## src/rtl/alu_issue_stage.sv

```systemverilog
// alu_issue_stage: valid/ready wrapper around the combinational alu.
// A MAIN register (with a one-entry SKID behind it) presents operands to the
// alu. The alu's result is captured into an OUT register for writeback.
// in_ready depends only on registered SKID state, so it never follows
// out_ready combinationally.
module alu_issue_stage #(
    parameter int unsigned WIDTH = 32
) (
    input  logic             clk,
    input  logic             reset,
    input  logic             in_valid,
    output logic             in_ready,
    input  logic [WIDTH-1:0] in_a,
    input  logic [WIDTH-1:0] in_b,
    input  logic [2:0]       in_ctrl,
    output logic [WIDTH-1:0] alu_a,
    output logic [WIDTH-1:0] alu_b,
    output logic [2:0]       alu_ctrl,
    input  logic [WIDTH-1:0] alu_result,
    input  logic             alu_zero,
    output logic             out_valid,
    input  logic             out_ready,
    output logic [WIDTH-1:0] out_result,
    output logic             out_zero,
    output logic [1:0]       occupancy
);

    logic             r_main_valid;
    logic [WIDTH-1:0] r_main_a;
    logic [WIDTH-1:0] r_main_b;
    logic [2:0]       r_main_ctrl;

    logic             r_skid_valid;
    logic [WIDTH-1:0] r_skid_a;
    logic [WIDTH-1:0] r_skid_b;
    logic [2:0]       r_skid_ctrl;

    logic             r_out_valid;
    logic [WIDTH-1:0] r_out_result;
    logic             r_out_zero;

    logic             w_in_ready;
    logic             w_in_fire;
    logic             w_out_fire;
    logic             w_adv;

    // Handshake qualifiers; adv moves MAIN into OUT when OUT is free or draining
    assign w_in_ready = reset && !r_skid_valid;
    assign w_in_fire  = in_valid && w_in_ready;
    assign w_out_fire = r_out_valid && out_ready;
    assign w_adv      = r_main_valid && (!r_out_valid || out_ready);

    // Pipeline register update: MAIN/SKID/OUT move together on each edge
    always_ff @(posedge clk or negedge reset) begin
        if (!reset) begin
            r_main_valid <= 1'b0;
            r_main_a     <= '0;
            r_main_b     <= '0;
            r_main_ctrl  <= '0;
            r_skid_valid <= 1'b0;
            r_skid_a     <= '0;
            r_skid_b     <= '0;
            r_skid_ctrl  <= '0;
            r_out_valid  <= 1'b0;
            r_out_result <= '0;
            r_out_zero   <= 1'b0;
        end else if (w_adv) begin
            r_out_valid  <= 1'b1;
            r_out_result <= alu_result;
            r_out_zero   <= alu_zero;
            if (r_skid_valid) begin
                // in_ready is low here, so no input can collide with the refill
                r_main_a     <= r_skid_a;
                r_main_b     <= r_skid_b;
                r_main_ctrl  <= r_skid_ctrl;
                r_skid_valid <= 1'b0;
            end else if (w_in_fire) begin
                r_main_a     <= in_a;
                r_main_b     <= in_b;
                r_main_ctrl  <= in_ctrl;
            end else begin
                r_main_valid <= 1'b0;
            end
        end else begin
            if (w_out_fire) begin
                r_out_valid <= 1'b0;
            end
            if (w_in_fire) begin
                if (!r_main_valid) begin
                    r_main_valid <= 1'b1;
                    r_main_a     <= in_a;
                    r_main_b     <= in_b;
                    r_main_ctrl  <= in_ctrl;
                end else begin
                    r_skid_valid <= 1'b1;
                    r_skid_a     <= in_a;
                    r_skid_b     <= in_b;
                    r_skid_ctrl  <= in_ctrl;
                end
            end
        end
    end

    assign in_ready   = w_in_ready;
    assign alu_a      = r_main_valid ? r_main_a    : '0;
    assign alu_b      = r_main_valid ? r_main_b    : '0;
    assign alu_ctrl   = r_main_valid ? r_main_ctrl : 3'b000;
    assign out_valid  = r_out_valid;
    assign out_result = r_out_result;
    assign out_zero   = r_out_zero;
    assign occupancy  = 2'({1'b0, r_main_valid}) + 2'({1'b0, r_skid_valid})
                      + 2'({1'b0, r_out_valid});

endmodule

```

## config.mk

```make
export PLATFORM = sky130hd
export DESIGN_NAME = alu_issue_stage
export DESIGN_NICKNAME = d
export VERILOG_FILES = /design/src/rtl/alu_issue_stage.sv
export SDC_FILE = /design/constraint.sdc
export NUM_CORES = 1
export LEC_CHECK = 0
export ABC_AREA = 1
export CORE_ASPECT_RATIO = 1.1
export CORE_MARGIN = 10
export CORE_UTILIZATION = 46
export CTS_CLUSTER_SIZE = 25
export DETAILED_ROUTE_END_ITERATION = 10
export PLACE_DENSITY = 0.79
export SYNTH_ARGS = -nofsm -noshare
export SYNTH_HDL_FRONTEND = slang
export SYNTH_SLANG_ARGS = --single-unit
```

## constraint.sdc

```tcl
create_clock -name clk -period 2 [get_ports clk]
set_input_delay 0.4 -clock clk [delete_from_list [all_inputs] [get_ports clk]]
set_output_delay 0.4 -clock clk [all_outputs]
set_load 0.005 [all_outputs]
```

After elaboration in Yosys (flattened, before gate mapping)
Cells that the tools add are included.

word-level totals
  bits in registers = 170
  output and inout bits = 104

operators by class
  $add $sub $neg = 2
  equality and inequality tests = 3
  muxes and demuxes = 27
  bitwise operators = 1
  reduce and logical (&&, ||, !) cells = 15

operators by type and width
  kind                                            number
  2-to-1 mux 32 bit                               12
  2-to-1 mux 3 bit                                6
  2-to-1 mux 1 bit                                9
  AND reduction 3 bit                             3
  nonzero test 2 bit                              4
  logical AND 1 bit                               4
  != test 2 bit (second input constant)           2
  adder 1 x 1 -> 2 bit                            1
  adder 2 x 1 -> 2 bit                            1
  logical NOT 1 bit                               2
  != test 2 x 1 -> 1 bit (second input constant)  1
  AND reduction 2 bit                             1
  logical OR 1 bit                                1
  NOT 1 bit                                       1

Logic depth before layout (Yosys ltp)
  word-level depth = 6
  depth in mapped cells = 14
  depth with buffers taken out = 10

Worst setup path after synthesis
No wires, ideal clock.

  path kind = input port to flip-flop
  start point = input out_ready
  end point = register r_main_a[26]
  library setup time = 116 ps
  data arrival time = 1855 ps
  data required time = 1884 ps
  path slack = 28 ps
  cell stages on the path = 13
  path buffers = 4
  cells stage by stage = inv_1 > nand2_1 > nand2_1 > buf_2 > clkbuf_1 > ha_1 > inv_1 > nand2_2 > nor2_4 > buf_6 > buf_4 > nand2_1 > nand2_1

on the way
  longest elaborated chain between the ends = 4
  elaborated cells on any way between the ends = 6

ends and longest elaborated chain
  element                                                                        RTL line  source
  start, declared                                                                22        input logic out_ready,
  logical OR 1 bit (*)                                                           51        assign w_adv = r_main_valid && (!r_out_valid || out_ready);
  logical AND 1 bit (*)                                                          51
  != test 2 x 1 -> 1 bit (no line) / nonzero test 2 bit (equally long branches)  -
  AND reduction 3 bit (no line)                                                  -
  end signal, assigned                                                           73        r_main_a <= r_skid_a;
  end signal, assigned                                                           78        r_main_a <= in_a;
  end signal, assigned                                                           91        r_main_a <= in_a;
  end, declared                                                                  29        logic [WIDTH-1:0] r_main_a;

Mark *: on every way between the ends. The rest lies on a longest branch, timed or not.
A chain may end at the register's enable or synchronous reset.

Final worst setup path
  start point = register r_main_valid
  end point = output occupancy[0]

on the way
  longest elaborated chain between the ends = 2

ends and longest elaborated chain
  element                 RTL line  source
  start, declared         28        logic r_main_valid;
  start signal, assigned  56        r_main_valid <= 1'b0;
  start signal, assigned  82        r_main_valid <= 1'b0;
  start signal, assigned  90        r_main_valid <= 1'b1;
  adder 1 x 1 -> 2 bit    111       assign occupancy = 2'({1'b0, r_main_valid}) + 2'({1'b0, r_skid_valid})
  adder 2 x 1 -> 2 bit    112       + 2'({1'b0, r_out_valid});
  end, declared           25        output logic [1:0] occupancy

Every way passes these cells.

==> metrics <==
status=finished with violations; failing checks=negative setup slack; Yosys Warn Count=0; net count after synthesis=1,418; TritonCTS buffer count=17; Post-Synth Adder-Cell Area=0.3682%; Post-Synthesis Cells=1,312; core region area=19,030 sq um; Detailed Routing Iterations Pass 1=8; HP Class=in -> async; crit share post-route=106.1%; fmax=471.4 MHz; commonest cells after routing, fill and taps aside=901 x nand2_1, 168 x dfrtp_1, 136 x clkdlybuf4s50_1, 72 x inv_1, 67 x o21ai_0; GP Congestion=0.7846; Finished Core Util=62.74%; Slew headroom=40.33%; Initial Utilization=46.43%; routed via count=8,604; Comb power frac=49.1%; IO Port Bufs=207; Netlist cell types=18; CP required=1.60 ns; CP Capture Point=occupancy[0]; final hold violations=0; unrepaired setup endpoints after global routing=yes; R2R Setup Slk=0.16 ns; CTS tree=built; Power Density=1483 nW/um^2; Simple-Gate Fraction of Synth Area=39.32%; compound-cell area share of the yosys netlist=4.106%; largest net degree at the start of global routing=171; Slew Limit Fails=0; post-synthesis mux area share=0%; Core Rows=53; Ports=208; Layout Skew=0.01907 ns; Avg Cell Area, Syn=6.735 sq um; sequential power share=33.4%; # diodes=0; fraction of layout cells with a size suffix above 1=5.832%; reg-to-reg endpoint=r_main_a[12]; Critical Path Fanout Max=6; Critical Path AT=1.72 ns; IR Drop Worst-Case VDD=0.9811 mV; worst slew pin tran=0.8950 ns; commonest non-fill, non-tap cell in the layout=nand2_1; CP max-delay cell=fa_1; xor and xnor fraction of the mapped netlist area=0%; # clock sinks=170; CP cell instances=buf_4 -> fa_1 -> buf_2; fin worst setup slack=-0.1213 ns; Die Area=25,160 sq um; RR Startpoint=r_main_valid; Clk pwr share=17.4%; H-tree depth reported by CTS=4; leakage=0.007157 uW; total power draw=17,700 uW; initial antenna violation count=1; Net Sw Frac=39.58%; clk buf depth=2; TNS Setup=-0.2126 ns; fin crit period=2.121 ns; register area share after synthesis=48.15%; Final Cell Area=11,940 sq um; Clk Latency, worst-skew pair=0.44 ns; clock-pin slew on the worst setup and hold paths=0.06 ns; post-detail-place hpwl=16.65 mm; max incr delay on CP=0.52 ns; DRT iter0 DRCs=684; Switch Pwr=7007 uW; post-route ant nets=0; WL/cell=15.06 um; Maximum Capacitance Violations=0; drt drc=0; final setup fails=12; global route overflow=0; number of global-route vias before repair=8,473; Syn-to-layout area delta=35.13%; Setup crit start kind=flip-flop; Hold Buf Count CTS=0; die height=165.4 um; Area after DPL=11,150 sq um; element type at the critical path end=output pin; routed wire length=26.45 mm; Internal=10,700 uW; Synth Register Bits=170; Total GRT Usage=20.61%; Root Buffer=clkbuf_16; Critical Path Start=r_main_valid; Die W=152.1 um; Post-Syn Area=8836 sq um; global-route wire length before repair=42.84 mm; largest family of logic cells by synthesized area=simple AND/OR/NAND/NOR gates; critical path class=reg -> out; # nets final=1,605; worst r2r path cells=10; vias per inst=4.900
## metal layers
metal	routed length, um	track usage (%)
met5	15	0
met4	552	7.925
met3	1997	6.242
met2	12880	35.45
met1	11000	23.81
## power groups by stage
stage,combinational [uW],sequential (uW),clock (uW)
6_report,8700,5920,3080
5_1_grt,9860,6100,3300
4_1_cts,8530,5890,3140
3_5_place_dp,8560,5890,0
3_3_place_gp,8380,5850,0
2_1_floorplan,4920,5730,0
## worst max-delay path: cells and delay by family (launching register included)
kind / cells / cell delay, ns
buffers and inverters: 2 / 0.29
flip-flops: 1 / 0.48
adder cells (fa/ha/maj): 1 / 0.52
## area by class of cell
class	count	area (sq um)
inverter	74	277.8
clock inverter	7	70.07
multi-input combinational	988	3899
clock buffer	22	464.2
timing repair buffer	248	2664
fill	1695	7092
sequential	170	4257
tap	247	309.0
## cells in the mapped netlist
cell      count  area, sq um
ha_1          1        12.51
buf_2        29        145.1
a31oi_1       2        12.51
buf_6         6        67.56
nand2_1     906         3401
buf_1         2        7.510
nand3_4       1        17.52
inv_1        72        270.3
a21oi_1       3        15.01
dfrtp_1     170         4254
buf_4        14        105.1
clkbuf_1     29        108.9
nor2_1        1        3.750
nor2_4        3        33.78
inv_2         2        7.510
o21ai_0      67        335.3
nand2_2       3        18.77
fa_1          1        20.02
## metrics by stage
stage / hold slack, ns / setup slack (ns) / std cells
2_1_floorplan: 0.1044 / 0.02846 / 1312
5_1_grt: 0.2178 / -0.1532 / 1756
6_report: 0.1633 / -0.1213 / 1756
3_3_place_gp: 0.4618 / -0.1299 / 1713
3_5_place_dp: 0.4648 / -0.1585 / 1713
4_1_cts: 0.2201 / -0.1886 / 1745
## sequential cells by signal, summed over array words and instances, names as in the netlist
name          flops
out_result       32
out_valid         1
out_zero          1
r_main_a         32
r_main_b         32
r_main_ctrl       3
r_main_valid      1
r_skid_a         32
r_skid_b         32
r_skid_ctrl       3
r_skid_valid      1
## kinds of logic (layout without fill, tap and decap cells)
| logic type | count (synthesis) | in the layout |
|---|---|---|
| buffers and inverters | 154 | 351 |
| flip-flops | 170 | 170 |
| AO/OA/AOI/OAI | 72 | 72 |
| AND/OR/NAND/NOR | 914 | 914 |
| adder cells (fa/ha/maj) | 2 | 2 |
## how the worst min path moves through the flow
stage	to	slack [ns]
global placement	out_result[18]	0.46
global route	r_main_a[24]	0.22
detailed placement	r_main_ctrl[2]	0.46
floorplan	out_result[0]	0.10
CTS	r_main_a[24]	0.22
finish	r_main_a[20]	0.16
## timing repair
item	in CTS	in global routing
buffers inserted	1	9
gates resized for setup	58	49
gates cloned	2	2
endpoints found under the setup margin	70	25
pin swaps	1	1
(Power assumes the default switching activity.)
